[config.mk]
export PLATFORM = sky130hd
export DESIGN_NAME = serial_adder_ctrl_flat
export DESIGN_NICKNAME = d
export VERILOG_FILES = /design/src/rtl/serial_adder_ctrl_pkg.sv /design/src/rtl/serial_adder_ctrl_if.sv /design/src/rtl/serial_adder_ctrl_add_bit.sv /design/src/rtl/serial_adder_ctrl.sv /design/src/flat_wrapper.sv
export SDC_FILE = /design/constraint.sdc
export NUM_CORES = 1
export LEC_CHECK = 0
export ABC_CLOCK_PERIOD_IN_PS = 1400
export BUFFER_PORTS_ARGS = -buffer_cell sky130_fd_sc_hd__buf_4
export CAP_MARGIN = 20
export CORE_ASPECT_RATIO = 1.4
export CORE_MARGIN = 2
export CORE_UTILIZATION = 48
export DETAILED_ROUTE_END_ITERATION = 10
export PLACE_DENSITY = 0.82
export SETUP_SLACK_MARGIN = 0.05
export SLEW_MARGIN = 10
export SYNTH_ARGS = -nofsm -noshare
export SYNTH_HDL_FRONTEND = slang
export SYNTH_SLANG_ARGS = --single-unit
export TNS_END_PERCENT = 1
[constraint.sdc]
create_clock -name cp -period 1.4 [get_ports cp]
set_input_delay 0.28 -clock cp [delete_from_list [all_inputs] [get_ports cp]]
set_output_delay 0.28 -clock cp [all_outputs]
set_load 0.01 [all_outputs]
[src/rtl/serial_adder_ctrl_pkg.sv]
// Shared constants for the bit-serial adder controller: state encoding,
// default operand width and the busy decode used by the top level.
package serial_adder_pkg;

    localparam int DEF_WIDTH = 8;

    localparam logic [1:0] ST_IDLE  = 2'b00;
    localparam logic [1:0] ST_SHIFT = 2'b01;
    localparam logic [1:0] ST_DONE  = 2'b10;

    function automatic logic is_busy(input logic [1:0] st);
        return (st == ST_SHIFT) || (st == ST_DONE);
    endfunction

endpackage

[src/rtl/serial_adder_ctrl_if.sv]
// Parallel-word request/response bundle between a word-level client and the
// serial adder controller.
interface serial_adder_ctrl_if
    import serial_adder_pkg::*;
#(
    parameter int WIDTH = DEF_WIDTH
) ();

    logic             start;
    logic [WIDTH-1:0] a;
    logic [WIDTH-1:0] b;
    logic             cin;
    logic             busy;
    logic             done;
    logic [WIDTH-1:0] sum;
    logic             cout;

    modport master (
        output start, a, b, cin,
        input  busy, done, sum, cout
    );

    modport slave (
        input  start, a, b, cin,
        output busy, done, sum, cout
    );

endinterface

[src/rtl/serial_adder_ctrl_add_bit.sv]
// One-bit full-adder slice assembled from two-input xor and nand gates;
// the carry is the majority function expressed as nand(nand(a,b), nand(ci,a^b)).
module serial_add_xor2 (
    input  logic a_i,
    input  logic b_i,
    output logic y_o
);
    assign y_o = a_i ^ b_i;
endmodule

module serial_add_nand2 (
    input  logic a_i,
    input  logic b_i,
    output logic y_o
);
    assign y_o = ~(a_i & b_i);
endmodule

module serial_add_bit (
    input  logic a_i,
    input  logic b_i,
    input  logic ci_i,
    output logic s_o,
    output logic co_o
);
    logic p_s;
    logic n_ab_s;
    logic n_cp_s;

    serial_add_xor2  u_x0 (.a_i(a_i),    .b_i(b_i),    .y_o(p_s));
    serial_add_xor2  u_x1 (.a_i(p_s),    .b_i(ci_i),   .y_o(s_o));
    serial_add_nand2 u_n0 (.a_i(a_i),    .b_i(b_i),    .y_o(n_ab_s));
    serial_add_nand2 u_n1 (.a_i(ci_i),   .b_i(p_s),    .y_o(n_cp_s));
    serial_add_nand2 u_n2 (.a_i(n_ab_s), .b_i(n_cp_s), .y_o(co_o));
endmodule

[src/rtl/serial_adder_ctrl.sv]
// Sequencing controller for the bit-serial adder: loads operands on start,
// shifts them LSB-first through one full-adder slice, then pulses done.
module serial_adder_ctrl
    import serial_adder_pkg::*;
#(
    parameter int WIDTH = DEF_WIDTH
) (
    input  logic                cp,
    input  logic                rst,
    serial_adder_ctrl_if.slave  bus
);

    localparam int                 CNT_W    = $clog2(WIDTH);
    localparam logic [CNT_W-1:0]   CNT_LAST = CNT_W'(WIDTH - 1);
    localparam logic [CNT_W-1:0]   CNT_ONE  = CNT_W'(1);

    logic [1:0]       state_q,  state_d;
    logic [WIDTH-1:0] a_sr_q,   a_sr_d;
    logic [WIDTH-1:0] b_sr_q,   b_sr_d;
    logic [WIDTH-1:0] sum_sr_q, sum_sr_d;
    logic             carry_q,  carry_d;
    logic [CNT_W-1:0] cnt_q,    cnt_d;
    logic             done_q,   done_d;

    logic             slice_s;
    logic             slice_co;

    serial_add_bit u_bit (
        .a_i  (a_sr_q[0]),
        .b_i  (b_sr_q[0]),
        .ci_i (carry_q),
        .s_o  (slice_s),
        .co_o (slice_co)
    );

    // Next-state and datapath decode for IDLE / SHIFT / DONE
    always_comb begin
        state_d  = state_q;
        a_sr_d   = a_sr_q;
        b_sr_d   = b_sr_q;
        sum_sr_d = sum_sr_q;
        carry_d  = carry_q;
        cnt_d    = cnt_q;
        done_d   = 1'b0;
        case (state_q)
            ST_IDLE: begin
                if (bus.start) begin
                    a_sr_d   = bus.a;
                    b_sr_d   = bus.b;
                    carry_d  = bus.cin;
                    cnt_d    = '0;
                    sum_sr_d = '0;
                    state_d  = ST_SHIFT;
                end else begin
                    state_d  = ST_IDLE;
                end
            end
            ST_SHIFT: begin
                carry_d  = slice_co;
                sum_sr_d = {slice_s, sum_sr_q[WIDTH-1:1]};
                a_sr_d   = {1'b0, a_sr_q[WIDTH-1:1]};
                b_sr_d   = {1'b0, b_sr_q[WIDTH-1:1]};
                cnt_d    = cnt_q + CNT_ONE;
                // The last shift is the one that also raises done.
                if (cnt_q == CNT_LAST) begin
                    state_d = ST_DONE;
                    done_d  = 1'b1;
                end else begin
                    state_d = ST_SHIFT;
                end
            end
            ST_DONE: begin
                state_d = ST_IDLE;
            end
            default: begin
                state_d = ST_IDLE;
            end
        endcase
    end

    // State and datapath registers, updated on the falling edge of cp
    always_ff @(negedge cp) begin
        if (rst) begin
            state_q  <= ST_IDLE;
            a_sr_q   <= '0;
            b_sr_q   <= '0;
            sum_sr_q <= '0;
            carry_q  <= 1'b0;
            cnt_q    <= '0;
            done_q   <= 1'b0;
        end else begin
            state_q  <= state_d;
            a_sr_q   <= a_sr_d;
            b_sr_q   <= b_sr_d;
            sum_sr_q <= sum_sr_d;
            carry_q  <= carry_d;
            cnt_q    <= cnt_d;
            done_q   <= done_d;
        end
    end

    assign bus.busy = is_busy(state_q);
    assign bus.done = done_q;
    assign bus.sum  = sum_sr_q;
    assign bus.cout = carry_q;

endmodule

[src/flat_wrapper.sv]
// flat-port wrapper written by rule: the top's interface ports become plain ports
module serial_adder_ctrl_flat import serial_adder_pkg::*;
#(
    parameter int WIDTH = DEF_WIDTH
)
  (cp, rst, bus_start, bus_a, bus_b, bus_cin, bus_busy, bus_done, bus_sum, bus_cout);
  serial_adder_ctrl_if #(.WIDTH(WIDTH)) bus_i ();
  input  logic cp;
  input  logic rst;
  input wire logic [$bits(bus_i.start)-1:0] bus_start;
  input wire logic [$bits(bus_i.a)-1:0] bus_a;
  input wire logic [$bits(bus_i.b)-1:0] bus_b;
  input wire logic [$bits(bus_i.cin)-1:0] bus_cin;
  output wire logic [$bits(bus_i.busy)-1:0] bus_busy;
  output wire logic [$bits(bus_i.done)-1:0] bus_done;
  output wire logic [$bits(bus_i.sum)-1:0] bus_sum;
  output wire logic [$bits(bus_i.cout)-1:0] bus_cout;
  assign bus_i.start = bus_start;
  assign bus_i.a = bus_a;
  assign bus_i.b = bus_b;
  assign bus_i.cin = bus_cin;
  assign bus_busy = bus_i.busy;
  assign bus_done = bus_i.done;
  assign bus_sum = bus_i.sum;
  assign bus_cout = bus_i.cout;
  serial_adder_ctrl #(.WIDTH(WIDTH)) u_core (.cp(cp), .rst(rst), .bus(bus_i));
endmodule
[Yosys cells after proc, flatten, opt, wreduce, memory -nomap -nowiden]
Cells that the tools add are included.
Storage, ports and cells
  logic and storage cells: 40
  register bits: 31
  output and inout bits: 11
Operators by class
  bitwise operators: 9
  equal/unequal tests: 4
  add/sub/neg operators: 1
  reduce and logical (&&, ||, !) cells: 5
  multiplexer cells: 14
Operator list (number)
  case mux 8 bit (2 select lines): 3
  2-to-1 mux 8 bit: 3
  case mux 3 bit (2 select lines): 1
  NOT 1 bit: 4
  case mux 2 bit (2 select lines): 1
  adder 3 x 1 -> 3 bit, second input constant: 1
  AND 1 bit: 3
  equality test 3 bit, second input constant: 1
  2-to-1 mux 1 bit: 3
  2-to-1 mux 3 bit: 1
  equality test 2 x 1 -> 1 bit, second input constant: 1
  equality test 2 bit, second input constant: 1
  zero test 2 bit: 1
  2-to-1 mux 2 bit: 1
  inequality test 2 bit, second input constant: 1
  case mux 1 bit (2 select lines): 1
  AND reduction 2 bit: 1
  nonzero test 2 bit: 1
  OR reduction 2 bit: 1
  XOR 1 bit: 2
  logical OR 1 bit: 1

[Logic depth before layout (Yosys ltp)]
  word-level depth: 6
  mapped depth: 6
  depth with buffers taken out: 5

[Cells and area by module]
Synthesis repeated with hierarchy kept, for this count alone.
Second synthesis, totals
  cells, all modules: 150
  area total of the unflattened synthesis: 1457.6 um2
Modules (own cells, without submodules)
  serial_adder_ctrl: area an instance 1428.9 um2, cells an instance 145, instances 1
  serial_add_xor2: area an instance 8.8 um2, cells an instance 1, instances 2
  serial_add_nand2: area an instance 3.8 um2, cells an instance 1, instances 3

==> results_dict.tcl <==
set metrics [dict create \
    outcome "complete, but fails checks" \
    violations "setup timing" \
    synth-seq-area-share_pct 41.7 \
    post-place-cells 221 \
    synth_nets 170 \
    die_x_um 51.1 \
    drc 0 \
    cts_made_buffers 5 \
    drt_wl_total_mm 3.62 \
    die_area_mm2 0.00357 \
    seq_power_share_pct 36.8 \
    cellPowerDensity_mw_per_mm2 1240 \
    crit_arrival_ns 1.76 \
    cp-startpoint "u_core.state_q[1]" \
    min_path_type "register to register" \
    layout-drive-gt1-share_pct 48.4 \
    ant_nets 0 \
    syn_to_final_growth_pct 45.2 \
    pwr-share-comb_pct 16.2 \
    netlist_instances 145 \
    hold_slack_ns 0.464 \
    cp.required_ns 1.12 \
    min_from "u_core.cnt_q[1]" \
    drt_iter0_drc 52 \
    vias 1370 \
    htreeDepth 2 \
    swShare_pct 32.6 \
    cap_violations 0 \
    cts_tree "built" \
    die_h_um 69.9 \
    clkPwrFrac_pct 47.0 \
    pin_count 31 \
    fin_tns_setup_ns -6.74 \
    syn_area_per_cell_um2 10.3 \
    core_area_mm2 0.00291 \
    grt_pass1_vias 1541 \
    cp-start-kind "register" \
    rr_startpoint "u_core.state_q[0]" \
    power_switching_w 0.000871 \
    antenna_found_initial 0 \
    hpwl_mm 2.29 \
    cts.sinks 31 \
    fin_util_pct 74.3 \
    drtPass1Iterations 4 \
    hold_viol_final 0 \
    holdBufCountCts 0 \
    slew_viol_final 0 \
    slew_headroom_pct 81.4 \
    fin_cells 260 \
    n_antenna_cell 0 \
    nFillCells 209 \
    worst_slack_ns -0.637 \
    end_kind "primary output" \
    initial_core_util_pct 51.2 \
    wl_per_cell_um 13.9 \
    ys_ff_latch 31 \
    ys_warn_count 0 \
    setup_viol 37 \
    finalInstanceArea_mm2 0.00216 \
    fin_skew_ns 0.0211 \
    rsz0062_at_grt "true" \
    grt_pass1_wl_mm 6.24 \
    path_class "register to primary output" \
    p_leak_nw 1.00 \
    multi_input_area_um2 777 \
    worst_pin_slew_ns 0.280 \
    clk_path_buf_depth 2 \
    seqCellArea_um2 634 \
    overflow 0 \
    place_area_mm2 0.00183 \
    routabilityCongestion 0.759 \
    port_buffers 30 \
    avgViaCountPerCell 5.27 \
    critPathMaxFanout 2 \
    fin_nets 247 \
    synth_area_mm2 0.00149 \
    fp-row-count 23 \
    grt_usage_pct 22.9 \
    clock_latency_ns 0.37 \
    clk_pin_slew_ns 0.05 \
    grt_max_degree 32 \
    yosys.cell_types.count 25 \
    ir_drop_mv 1.06 \
    root_buffer "clkbuf_8" \
    internal_power_w 0.00180 \
]
-- critical path: stages, from the launching register on --
cell and delay (ns):
dfxtp_2 0.32, inv_2 0.05, ha_4 0.26, buf_6 0.09
-- synth_stat cells (all sizes together) --
| cell type | instances | area [um2] |
|---|---|---|
| a211oi | 15 | 183 |
| mux2i | 16 | 160 |
| a21oi | 12 | 60.1 |
| inv | 7 | 26.3 |
| and3b | 1 | 10.0 |
| mux2 | 1 | 15.0 |
| buf | 8 | 85.1 |
| nand2b | 1 | 6.26 |
| nor2 | 19 | 106 |
| fa | 1 | 20.0 |
| nand3b | 2 | 15.0 |
| a22oi | 2 | 15.0 |
| nand3 | 9 | 45.0 |
| ha | 4 | 50.1 |
| clkbuf | 3 | 21.3 |
| dfxtp | 31 | 621 |
| nand2 | 13 | 48.8 |
-- cell usage in the layout (no fill, tap or decap), drive strengths merged, types with 2 or more instances in the layout --
master and instances:
a211oi 15, a21oi 12, a22oi 2, buf 51, clkbuf 5, dfxtp 31
ha 4, inv 38, mux2i 16, nand2 13, nand3 9, nand3b 2
nor2 19
-- sequential cells by signal (all words and copies together), names as in the netlist --
name,cells
u_core.bus.cout,1
u_core.b_sr_q,8
u_core.bus.done,1
u_core.state_q,2
u_core.bus.sum,8
u_core.a_sr_q,8
u_core.cnt_q,3
-- layout make-up --
cell class	count	area share, %
multi-input combinational	96	36.0
clock buffer	5	3.19
timing repair buffer	51	21.0
sequential	31	29.4
tap	37	2.14
inverter	6	1.04
clock inverter	34	7.30
-- cells by family after synthesis --
family	synth area share, %
compound gates	17.3
buf+inv	8.91
simple gates	15.6
mux	11.8
fa+ha+maj	4.71
flops	41.7
-- metal layers --
metal | vias up | global-route usage (%) | part of all wire (%)
met5 | - | 0 | 0
met4 | 0 | 15.9 | 3.9
met3 | 16 | 10.3 | 4.3
met2 | 42 | 37.8 | 56
met1 | 657 | 22.0 | 36
li1 | 655 | - | -
-- power groups by stage --
stage | sequential, W | combinational [W] | clock, W
after floorplan | 0.000987 | 0.000299 | 0.000140
after global placement | 0.000989 | 0.000379 | 0.000140
after detailed placement | 0.000992 | 0.000404 | 0.000140
after CTS | 0.000984 | 0.000416 | 0.00128
after global routing | 0.000988 | 0.000472 | 0.00142
final | 0.000986 | 0.000433 | 0.00126
-- what timing repair did --
| action | in CTS | in global routing |
|---|---|---|
| setup buffers | 0 | 1 |
| endpoints found under the setup margin | 39 | 40 |
| pin swaps | 1 | 1 |
| gates resized for setup | 19 | 13 |
-- through the flow --
step,setup WS (ns),power [W]
after floorplan,-0.290,0.00143
after global placement,-0.435,0.00151
after detailed placement,-0.486,0.00154
after CTS,-0.702,0.00268
after global routing,-0.681,0.00288
final,-0.637,0.00268
-- path summary, 6_finish.rpt --
check | cells past startpoint | slack [ns] | end
setup / recovery | 3 | -0.64 | bus_busy
hold / removal | 2 | 0.46 | u_core.cnt_q[1]
hold reg to reg | 2 | 0.46 | u_core.cnt_q[1]
setup reg to reg | 7 | -0.13 | u_core.bus.sum[7]
No activity file was read; power rests on OpenSTA's default activity.
